## src/rtl/irq_pkg.sv

```systemverilog
// irq_pkg: shared definitions for the interrupt request unit.
//   irq_state_e    - FSM state encoding (IDLE, ISSUE, SERVICE, FAULT)
//   VEC_BASE_DEF   - default vector slot address for source 0
//   VEC_STRIDE_DEF - default address distance between vector slots
package irq_pkg;

    typedef enum logic [1:0] {
        IDLE    = 2'd0,
        ISSUE   = 2'd1,
        SERVICE = 2'd2,
        FAULT   = 2'd3
    } irq_state_e;

    localparam logic [15:0] VEC_BASE_DEF   = 16'h0006;
    localparam int          VEC_STRIDE_DEF = 2;

endpackage

```

## src/rtl/irq_sync_edge.sv

```systemverilog
// irq_sync_edge: per-source synchroniser plus rising-edge detector.
//   clk, reset_n - clock, asynchronous active-low reset
//   async_in     - raw asynchronous request line
//   rise         - one-cycle pulse on a synchronised 0->1 transition
// History resets to 0, so a line already high at reset release yields
// exactly one rise.
module irq_sync_edge #(
    parameter int SYNC_STAGES = 2
) (
    input  logic clk,
    input  logic reset_n,
    input  logic async_in,
    output logic rise
);

    logic [SYNC_STAGES-1:0] sync_q, sync_d;
    logic                   hist_q, hist_d;

    always_comb begin
        sync_d = {sync_q[SYNC_STAGES-2:0], async_in};
        hist_d = sync_q[SYNC_STAGES-1];
    end

    always_ff @(posedge clk or negedge reset_n) begin
        if (!reset_n) begin
            sync_q <= '0;
            hist_q <= 1'b0;
        end else begin
            sync_q <= sync_d;
            hist_q <= hist_d;
        end
    end

    assign rise = sync_q[SYNC_STAGES-1] & ~hist_q;

endmodule

```

## src/rtl/irq_request_unit.sv

```systemverilog
// irq_request_unit: interrupt front-end for the processor.
//   clk, reset_n   - clock, asynchronous active-low reset
//   irq_src        - raw request lines, one request per rising edge
//   irq_mask       - 1 = source may be granted (masked sources still pend)
//   stall          - blocks the start of a new grant
//   rti_done       - handler return pulse, ends SERVICE
//   stack_overflow - fatal fault, forces FAULT until reset
//   interrupt      - request to the processor, HOLD_CYCLES long per grant
//   irq_id         - granted source id
//   irq_vector     - ISR vector for irq_id
//   in_service     - high from the first interrupt cycle until RTI
//   pending        - latched, not yet granted requests
//   overflow_err   - sticky fault flag
module irq_request_unit
    import irq_pkg::*;
#(
    parameter int          NUM_SRC     = 4,
    parameter int          SYNC_STAGES = 2,
    parameter int          HOLD_CYCLES = 1,
    parameter logic [15:0] VEC_BASE    = VEC_BASE_DEF,
    parameter int          VEC_STRIDE  = VEC_STRIDE_DEF,
    localparam int         ID_W        = (NUM_SRC > 1) ? $clog2(NUM_SRC) : 1
) (
    input  logic               clk,
    input  logic               reset_n,
    input  logic [NUM_SRC-1:0] irq_src,
    input  logic [NUM_SRC-1:0] irq_mask,
    input  logic               stall,
    input  logic               rti_done,
    input  logic               stack_overflow,
    output logic               interrupt,
    output logic [ID_W-1:0]    irq_id,
    output logic [15:0]        irq_vector,
    output logic               in_service,
    output logic [NUM_SRC-1:0] pending,
    output logic               overflow_err
);

    logic [NUM_SRC-1:0] src_edge;

    irq_sync_edge #(.SYNC_STAGES(SYNC_STAGES)) u_sync [NUM_SRC-1:0] (
        .clk      (clk),
        .reset_n  (reset_n),
        .async_in (irq_src),
        .rise     (src_edge)
    );

    irq_state_e         state_q, state_d;
    logic [NUM_SRC-1:0] pend_q, pend_d;
    logic [2:0]         cnt_q, cnt_d;
    logic [ID_W-1:0]    id_q, id_d;
    logic [15:0]        vec_q, vec_d;
    logic               int_q, int_d;
    logic               svc_q, svc_d;
    logic               err_q, err_d;

    // Fixed priority: lowest index wins, so scan downwards and let the
    // last hit overwrite.
    logic [NUM_SRC-1:0] eligible;
    logic [ID_W-1:0]    win_id;
    logic               win_vld;

    assign eligible = pend_q & irq_mask;

    always_comb begin
        win_vld = 1'b0;
        win_id  = '0;
        for (int i = NUM_SRC - 1; i >= 0; i--) begin
            if (eligible[i]) begin
                win_vld = 1'b1;
                win_id  = ID_W'(i);
            end
        end
    end

    always_comb begin
        state_d = state_q;
        cnt_d   = cnt_q;
        id_d    = id_q;
        vec_d   = vec_q;
        int_d   = int_q;
        svc_d   = svc_q;
        err_d   = err_q;
        pend_d  = pend_q | src_edge;

        if (stack_overflow || state_q == FAULT) begin
            state_d = FAULT;
            pend_d  = '0;
            int_d   = 1'b0;
            svc_d   = 1'b0;
            err_d   = 1'b1;
        end else begin
            case (state_q)
                IDLE: begin
                    if (win_vld && !stall) begin
                        state_d = ISSUE;
                        id_d    = win_id;
                        vec_d   = VEC_BASE + 16'(VEC_STRIDE) * 16'(win_id);
                        cnt_d   = 3'(HOLD_CYCLES - 1);
                        int_d   = 1'b1;
                        svc_d   = 1'b1;
                        // Clear the winner, but a same-cycle edge re-sets it.
                        pend_d  = (pend_q & ~(NUM_SRC'(1) << win_id)) | src_edge;
                    end
                end
                ISSUE: begin
                    if (cnt_q == 3'd0) begin
                        state_d = SERVICE;
                        int_d   = 1'b0;
                    end else begin
                        cnt_d = cnt_q - 3'd1;
                    end
                end
                SERVICE: begin
                    if (rti_done) begin
                        state_d = IDLE;
                        svc_d   = 1'b0;
                    end
                end
                default: ;
            endcase
        end
    end

    always_ff @(posedge clk or negedge reset_n) begin
        if (!reset_n) begin
            state_q <= IDLE;
            pend_q  <= '0;
            cnt_q   <= 3'd0;
            id_q    <= '0;
            vec_q   <= 16'h0000;
            int_q   <= 1'b0;
            svc_q   <= 1'b0;
            err_q   <= 1'b0;
        end else begin
            state_q <= state_d;
            pend_q  <= pend_d;
            cnt_q   <= cnt_d;
            id_q    <= id_d;
            vec_q   <= vec_d;
            int_q   <= int_d;
            svc_q   <= svc_d;
            err_q   <= err_d;
        end
    end

    assign interrupt    = int_q;
    assign irq_id       = id_q;
    assign irq_vector   = vec_q;
    assign in_service   = svc_q;
    assign pending      = pend_q;
    assign overflow_err = err_q;

endmodule

```

## config.mk

```make
export PLATFORM = sky130hd
export DESIGN_NAME = irq_request_unit
export DESIGN_NICKNAME = d
export VERILOG_FILES = /design/src/rtl/irq_pkg.sv /design/src/rtl/irq_sync_edge.sv /design/src/rtl/irq_request_unit.sv
export SDC_FILE = /design/constraint.sdc
export NUM_CORES = 1
export LEC_CHECK = 0
export ABC_AREA = 1
export BUFFER_PORTS_ARGS = -buffer_cell sky130_fd_sc_hd__buf_2
export CAP_MARGIN = 20
export CORE_UTILIZATION = 55
export DETAILED_ROUTE_END_ITERATION = 8
export PLACE_DENSITY_LB_ADDON = 0.12
export SYNTH_ARGS = -nofsm -noshare
export SYNTH_HDL_FRONTEND = slang
export SYNTH_SLANG_ARGS = --single-unit
```

## constraint.sdc

```tcl
create_clock -name clk -period 3.4 [get_ports clk]
set_clock_uncertainty 0.15 [all_clocks]
set_input_delay 0.34 -clock clk [delete_from_list [all_inputs] [get_ports clk]]
set_output_delay 0.34 -clock clk [all_outputs]
set_load 0.01 [all_outputs]
```

==> out/qor.csv, run 1 <==
metric,value,unit
status,"finished, final reports clean",
finalWirelength,2.40,mm
cp_slowest_cell,dfrtp_1,
internal-power,0.702,mW
r2r-start,state_q[0]$_DFFE_PN0P_,
hp-class,flop to flop,
detailed_place_hpwl,1.76,mm
grt_pass1_wl,4.20,mm
dieArea,0.00283,mm²
syn_area,0.00144,mm²
antenna_found_initial,0,
track_usage,21.9,%
endpoint_kind,flop,
numCtsBuffers,5,
clock_path_buffers,2,
die_w,53.2,µm
ant_nets,0,
cts_sinks,29,
pwr_density_cell,629,mW/mm²
hold_viol,0,
holdPathStages,0,
port_buffers,24,
htreeDepth,2,
fmax,0.584,GHz
core-area,0.00248,mm²
antenna_cells,0,
slew_violations,0,
rsz0062_at_grt,no,
p_clk_share,28.0,%
hold_path.startpoint,u_sync[1].sync_q[0]$_DFF_PN0_,
ys_ff_latch,29,
maxCapViolCount,0,
drc,0,
clk_pin_slew,0.10,ns
path_cells,ha_1 -> nor2_4 -> inv_2 -> nor2_4 -> nand2_2 -> nand3_1 -> nand2_1 -> nand2_1 -> inv_1,
vdd_drop_max,0.000636,V
fin_hold_ws,0.200,ns
setup_viol,0,
area_growth,16.9,%
synthXorXnorAreaFrac,0.608,%
power_leakage,0.949,nW
p_comb_share,30.6,%
p_seq_share,41.4,%
synthAdderAreaFrac,6.94,%
fin_crit,1.71,ns
num_vias,1040,
synthCells,157,
grt_max_degree,30,
vias_per_cell,4.66,
r2r_setup_slack,1.69,ns
hold_path_end,u_sync[1].sync_q[1]$_DFF_PN0_,
drt_iter0_markers,12,
ys_types,22,
relSlewSlack,59.0,%
critPathKind,flop to flop,
drive_above_1_share,26.9,%
yosysWarnings,0,
synthMuxAreaShare,0,%
switching_share,33.8,%
critPathLaunchType,flop,
synth-compound-area-share,8.07,%
die_y,53.2,µm
start_util,58.2,%
fin_crit_sh,50.4,%
final_nets,213,
grt_pass1_vias,962,
gp_congestion,0.890,
synth-simple-area-share,19.7,%
clk_latency,0.33,ns
synth_top_family_by_area,simple AND/OR/NAND/NOR gates,
yosysSeqAreaShare,50.3,%
grt_overflow,0,
p_switching,0.358,mW
clock-root-buffer,clkbuf_4,
setup-tns-final,0,ns
drt_pass1_iterations,4,
rows,18,
reg2reg_depth,9,
slowest_delay,0.44,ns
cts_tree,built,
arrival,1.78,ns
ios,38,
max_slew.worst_pin.slew,0.614,ns
worstPathRequired,3.47,ns
cp_max_fo,7,
syn_area_per_cell,9.18,µm²
wl_per_cell,10.7,µm
rr_endpoint,in_service$_DFFE_PN0P_,
[cell families after synthesis]
group | count (synthesis)
compound gates | 21
xor+xnor | 1
fa+ha+maj | 8
buf+inv | 41
flops | 29
other cells | 1
simple gates | 56
[registers in the layout (all words and copies together) (netlist names), 2 cells and up]
name,count
u_sync.hist_q,4
irq_vector,3
u_sync.sync_q,8
pending,4
cnt_q,3
state_q,2
irq_id,2
[how the worst max path moves through the flow]
stage / start / to / slack, ns
floorplan: state_q[0]$_DFFE_PN0P_ / irq_vector[1]$_DFFE_PN0P_ / 1.86
global placement: state_q[0]$_DFFE_PN0P_ / irq_vector[1]$_DFFE_PN0P_ / 1.78
detailed placement: state_q[0]$_DFFE_PN0P_ / in_service$_DFFE_PN0P_ / 1.71
CTS: state_q[0]$_DFFE_PN0P_ / in_service$_DFFE_PN0P_ / 1.69
global route: state_q[0]$_DFFE_PN0P_ / state_q[0]$_DFFE_PN0P_ / 1.53
finish: state_q[0]$_DFFE_PN0P_ / in_service$_DFFE_PN0P_ / 1.69
[routing by layer]
layer	vias to the layer above	share of wire [%]	track usage (%)
met2	33	51	35.2
li1	524	-	-
met3	7	6.1	8.91
met5	-	0	0
met1	476	41	25.6
met4	0	2.3	9.21
[worst max-delay path, delay by kind of cell (launching register included)]
family	cells	cell delay [ns]
DFF	1	0.44
adders and majority gates	1	0.25
and+or+nand+nor	6	0.63
buffers and inverters	2	0.14
[through the flow]
step	power (mW)	setup WS (ns)	util (%)	std cells	cell area, µm²
2_1_floorplan	0.688	1.86	-	169	1490
3_3_place_gp	0.753	1.78	62.4	210	1550
3_5_place_dp	0.769	1.71	62.4	210	1550
4_1_cts	1.08	1.69	68.0	223	1690
5_1_grt	1.16	1.53	68.0	223	1690
6_report	1.06	1.69	68.0	223	1690
[cells in the mapped netlist]
library cell  number  area share [%]
o21ai_2            1            0.61
nand2_4            1            0.78
o31ai_1            1            0.52
xnor2_1            1            0.61
o21a_1             1            0.52
inv_2              3            0.78
o211ai_1           1            0.52
or2_2              1            0.43
a21oi_1            4             1.4
nand2_2            6             2.6
o21ai_0           13             4.5
nor2_4             3             2.3
nor2_1             5             1.3
nand3_2            2             1.4
inv_1             25             6.5
dfrtp_1           29              50
nand3_1            5             1.7
ha_1               8             6.9
conb_1             1            0.26
nand2_1           30             7.8
buf_4             13             6.8
nor2_2             3             1.3
[cell type report]
cell class              instances  area, µm²
well taps                      30       37.5
inverters                      28        105
clock buffers                   6       51.3
flip-flops and latches         29        726
fillers                       212        792
repair buffers                 29        170
clock inverters                 2       37.5
multi-input cells              99        558
[layout by cell type, fill, tap and decap left out]
cell type / synthesis / final
a21oi_1: 4 / 4
buf_2: 0 / 24
bufinv_16: 0 / 1
clkbuf_4: 0 / 5
clkbuf_8: 0 / 1
clkinvlp_4: 0 / 1
conb_1: 1 / 13
dfrtp_1: 29 / 29
dlygate4sd3_1: 0 / 5
ha_1: 8 / 8
inv_1: 25 / 25
inv_2: 3 / 3
nand2_1: 30 / 30
nand2_2: 6 / 6
nand2_4: 1 / 1
nand3_1: 5 / 5
nand3_2: 2 / 2
nor2_1: 5 / 5
nor2_2: 3 / 3
nor2_4: 3 / 3
o211ai_1: 1 / 1
o21a_1: 1 / 1
o21ai_0: 13 / 13
o21ai_2: 1 / 1
o31ai_1: 1 / 1
or2_2: 1 / 1
xnor2_1: 1 / 1
[power groups by stage]
stage          logic [mW]  registers [mW]  clock network (mW)
6_report            0.324           0.440               0.297
5_1_grt             0.385           0.448               0.324
4_1_cts             0.329           0.440               0.307
3_5_place_dp        0.322           0.446                   0
3_3_place_gp        0.311           0.441                   0
2_1_floorplan       0.236           0.452                   0
[repair_timing]
item                      4_1_cts  5_1_grt
setup buffers                   0        0
hold endpoints to repair       33        0
hold buffers                    5        0
resized for setup               0        0
Power figures use the tool's default switching activity.
==> run 2: changes to the inputs <==
Settings changed: CORE_UTILIZATION 55 to 51.
Clock period 3.4 ns to 1.6 ns, I/O delays scaled along.
==> run 2 against run 1 <==
Sequential share of layout area decreased by 2.5 points. Cell area grew 6.1%. Highest routed layer unchanged. Worst setup slack worse by 1.7 ns. Critical path type unchanged. Utilization grew 1.6 points. The run now ends with setup timing left. Critical path depth fell by 1. Non-clock buffer count grew 7. Largest power group unchanged. Via count grew 4.0%. Fmax up 3.4%. First-iteration DRC count fell by 42%.
==> out/qor.csv, run 2 (synthesized netlist as in run 1, its figures left out) <==
metric,value,unit,change
final_cells,230,,+3.1%
arrival,1.74,ns,-0.04 ns
critPathKind,flop to flop,,
htreeDepth,2,,unchanged
die_w,55.2,µm,+3.7%
die_y,55.2,µm,+3.7%
finalWirelength,2.57,mm,+7.3%
clk_latency,0.34,ns,about the same
largest_reg_flops,8,,unchanged
maxCapViolCount,0,,unchanged
drt_iter0_markers,7,,-5
track_usage,21.3,%,-0.63 points
power,2.42,mW,+130%
fin_crit_sh,104,%,+53 points
dieArea,0.00304,mm²,+7.5%
drive_above_1_share,36.0,%,+9.1 points
drt_pass1_iterations,3,,-1
layout_common_cells,"dfrtp_1, nand2_1, buf_2",,
hp-class,input pin to flop,,
clk_pin_slew,0.10,ns,about the same
fmax,0.603,GHz,+3.4%
hold_viol,0,,unchanged
detailed_place_hpwl,1.77,mm,+0.45%
endpoint_kind,flop,,
start_util,56.1,%,-2.0 points
grt_max_degree,30,,unchanged
power_leakage,0.992,nW,+4.6%
final_nets,220,,+3.3%
grt_overflow,0,,unchanged
fin_crit,1.66,ns,-0.0555 ns
vdd_drop_max,0.00110,V,+73%
slew_violations,0,,unchanged
relSlewSlack,57.6,%,-1.4 points
max_slew.worst_pin.slew,0.636,ns,+0.0214 ns
status,"finished, violations left",,
vias_per_cell,4.70,,+0.87%
antenna_found_initial,0,,unchanged
cts_sinks,29,,unchanged
p_switching,0.845,mW,+140%
numCtsBuffers,5,,unchanged
worstPathRequired,1.69,ns,-1.78 ns
ant_nets,0,,unchanged
port_buffers,24,,unchanged
internal-power,1.58,mW,+120%
p_clk_share,26.7,%,-1.3 points
failed_checks,setup timing,,
clock-root-buffer,clkbuf_4,,
critPathLaunchType,flop,,
cp_max_fo,8,,+1
ios,38,,unchanged
largest-register,u_sync.sync_q,,
core-area,0.00257,mm²,+3.6%
place_ws,-0.122,ns,-1.83 ns
p_comb_share,34.8,%,+4.2 points
grt_pass1_wl,4.24,mm,+0.98%
area_growth,24.0,%,
antenna_cells,0,,unchanged
layout_commonest_cell,dfrtp_1,,
setup_viol,5,,+5
clock_path_buffers,2,,unchanged
drc,0,,unchanged
cts_tree,built,,
pwr_density_cell,1350,mW/mm²,+120%
grt_pass1_vias,1015,,+5.5%
fin_hold_ws,0.0210,ns,-0.179 ns
p_seq_share,38.5,%,-2.9 points
rows,18,,unchanged
gp_congestion,0.799,,-10%
dp_cells,213,,+1.4%
wl_per_cell,11.2,µm,+4.0%
num_vias,1082,,+4.0%
rsz0062_at_grt,yes,,
switching_share,34.9,%,+1.1 points
postLayoutSetupSlackWorst,-0.0572,ns,-1.74 ns
==> run 2: routing by layer <==
layer  GRT usage (%)  wire, µm  vias up  share of wire [%]
met3            9.02       147        6                5.7
met4            11.7        70        0                2.7
met5               0         0        -                  0
met2            33.3      1250       35                 49
met1            24.4      1100      499                 43
li1                -         -      542                  -
==> run 2: final cells by class <==
type | count | area, µm²
fill | 208 | 779
sequential | 29 | 726
multi-input combinational | 99 | 608
timing repair buffer | 36 | 223
inverter | 28 | 105
clock buffer | 6 | 51.3
clock inverter | 2 | 37.5
tap | 30 | 37.5
==> run 2: worst paths after layout <==
path / end / startpoint / depth (start not counted) / slack (ns)
hold reg to reg: u_sync[3].sync_q[1]$_DFF_PN0_ / u_sync[3].sync_q[0]$_DFF_PN0_ / 0 / 0.21
hold / removal: interrupt$_DFFE_PN0P_ / stack_overflow / 4 / 0.02
min in group asynchronous: pending[1]$_DFF_PN0_ / reset_n / 2 / 0.22
max in group asynchronous: u_sync[1].sync_q[1]$_DFF_PN0_ / reset_n / 2 / 0.67
setup reg to reg: irq_vector[1]$_DFFE_PN0P_ / state_q[0]$_DFFE_PN0P_ / 8 / -0.06
setup / recovery: irq_vector[1]$_DFFE_PN0P_ / state_q[0]$_DFFE_PN0P_ / 8 / -0.06
==> run 2: power by group through the flow <==
stage | registers, mW | logic [mW] | clock network, mW
after floorplan | 0.961 | 0.502 | 0
after global placement | 0.939 | 0.695 | 0
after detailed placement | 0.945 | 0.729 | 0
after CTS | 0.932 | 0.798 | 0.659
after global routing | 0.951 | 0.973 | 0.697
final | 0.933 | 0.842 | 0.647
==> run 2: critical path, stage by stage (launching register included) <==
cell,delay (ns)
dfrtp_1,0.43
ha_2,0.21
nor2_4,0.19
inv_2,0.08
nor2_4,0.15
nand2_4,0.10
inv_2,0.08
nand2_2,0.06
o21a_1,0.10
==> run 2: per-stage QoR <==
step / utilization (%) / instance area (µm²) / TNS [ns]
floorplan: - / 1490 / 0
global placement: 61.1 / 1570 / -0.00979
detailed placement: 61.1 / 1570 / -0.432
CTS: 67.7 / 1740 / -0.129
global route: 69.6 / 1790 / -1.24
finish: 69.6 / 1790 / -0.197
==> run 2: timing repair <==
| item | 4_1_cts | 5_1_grt |
|---|---|---|
| endpoints found under the setup margin | 9 | 14 |
| endpoints found under the hold margin | 33 | 0 |
| pin swaps | 3 | 6 |
| gates resized for setup | 7 | 16 |
| buffers inserted | 2 | 2 |
| hold buffers | 5 | 0 |
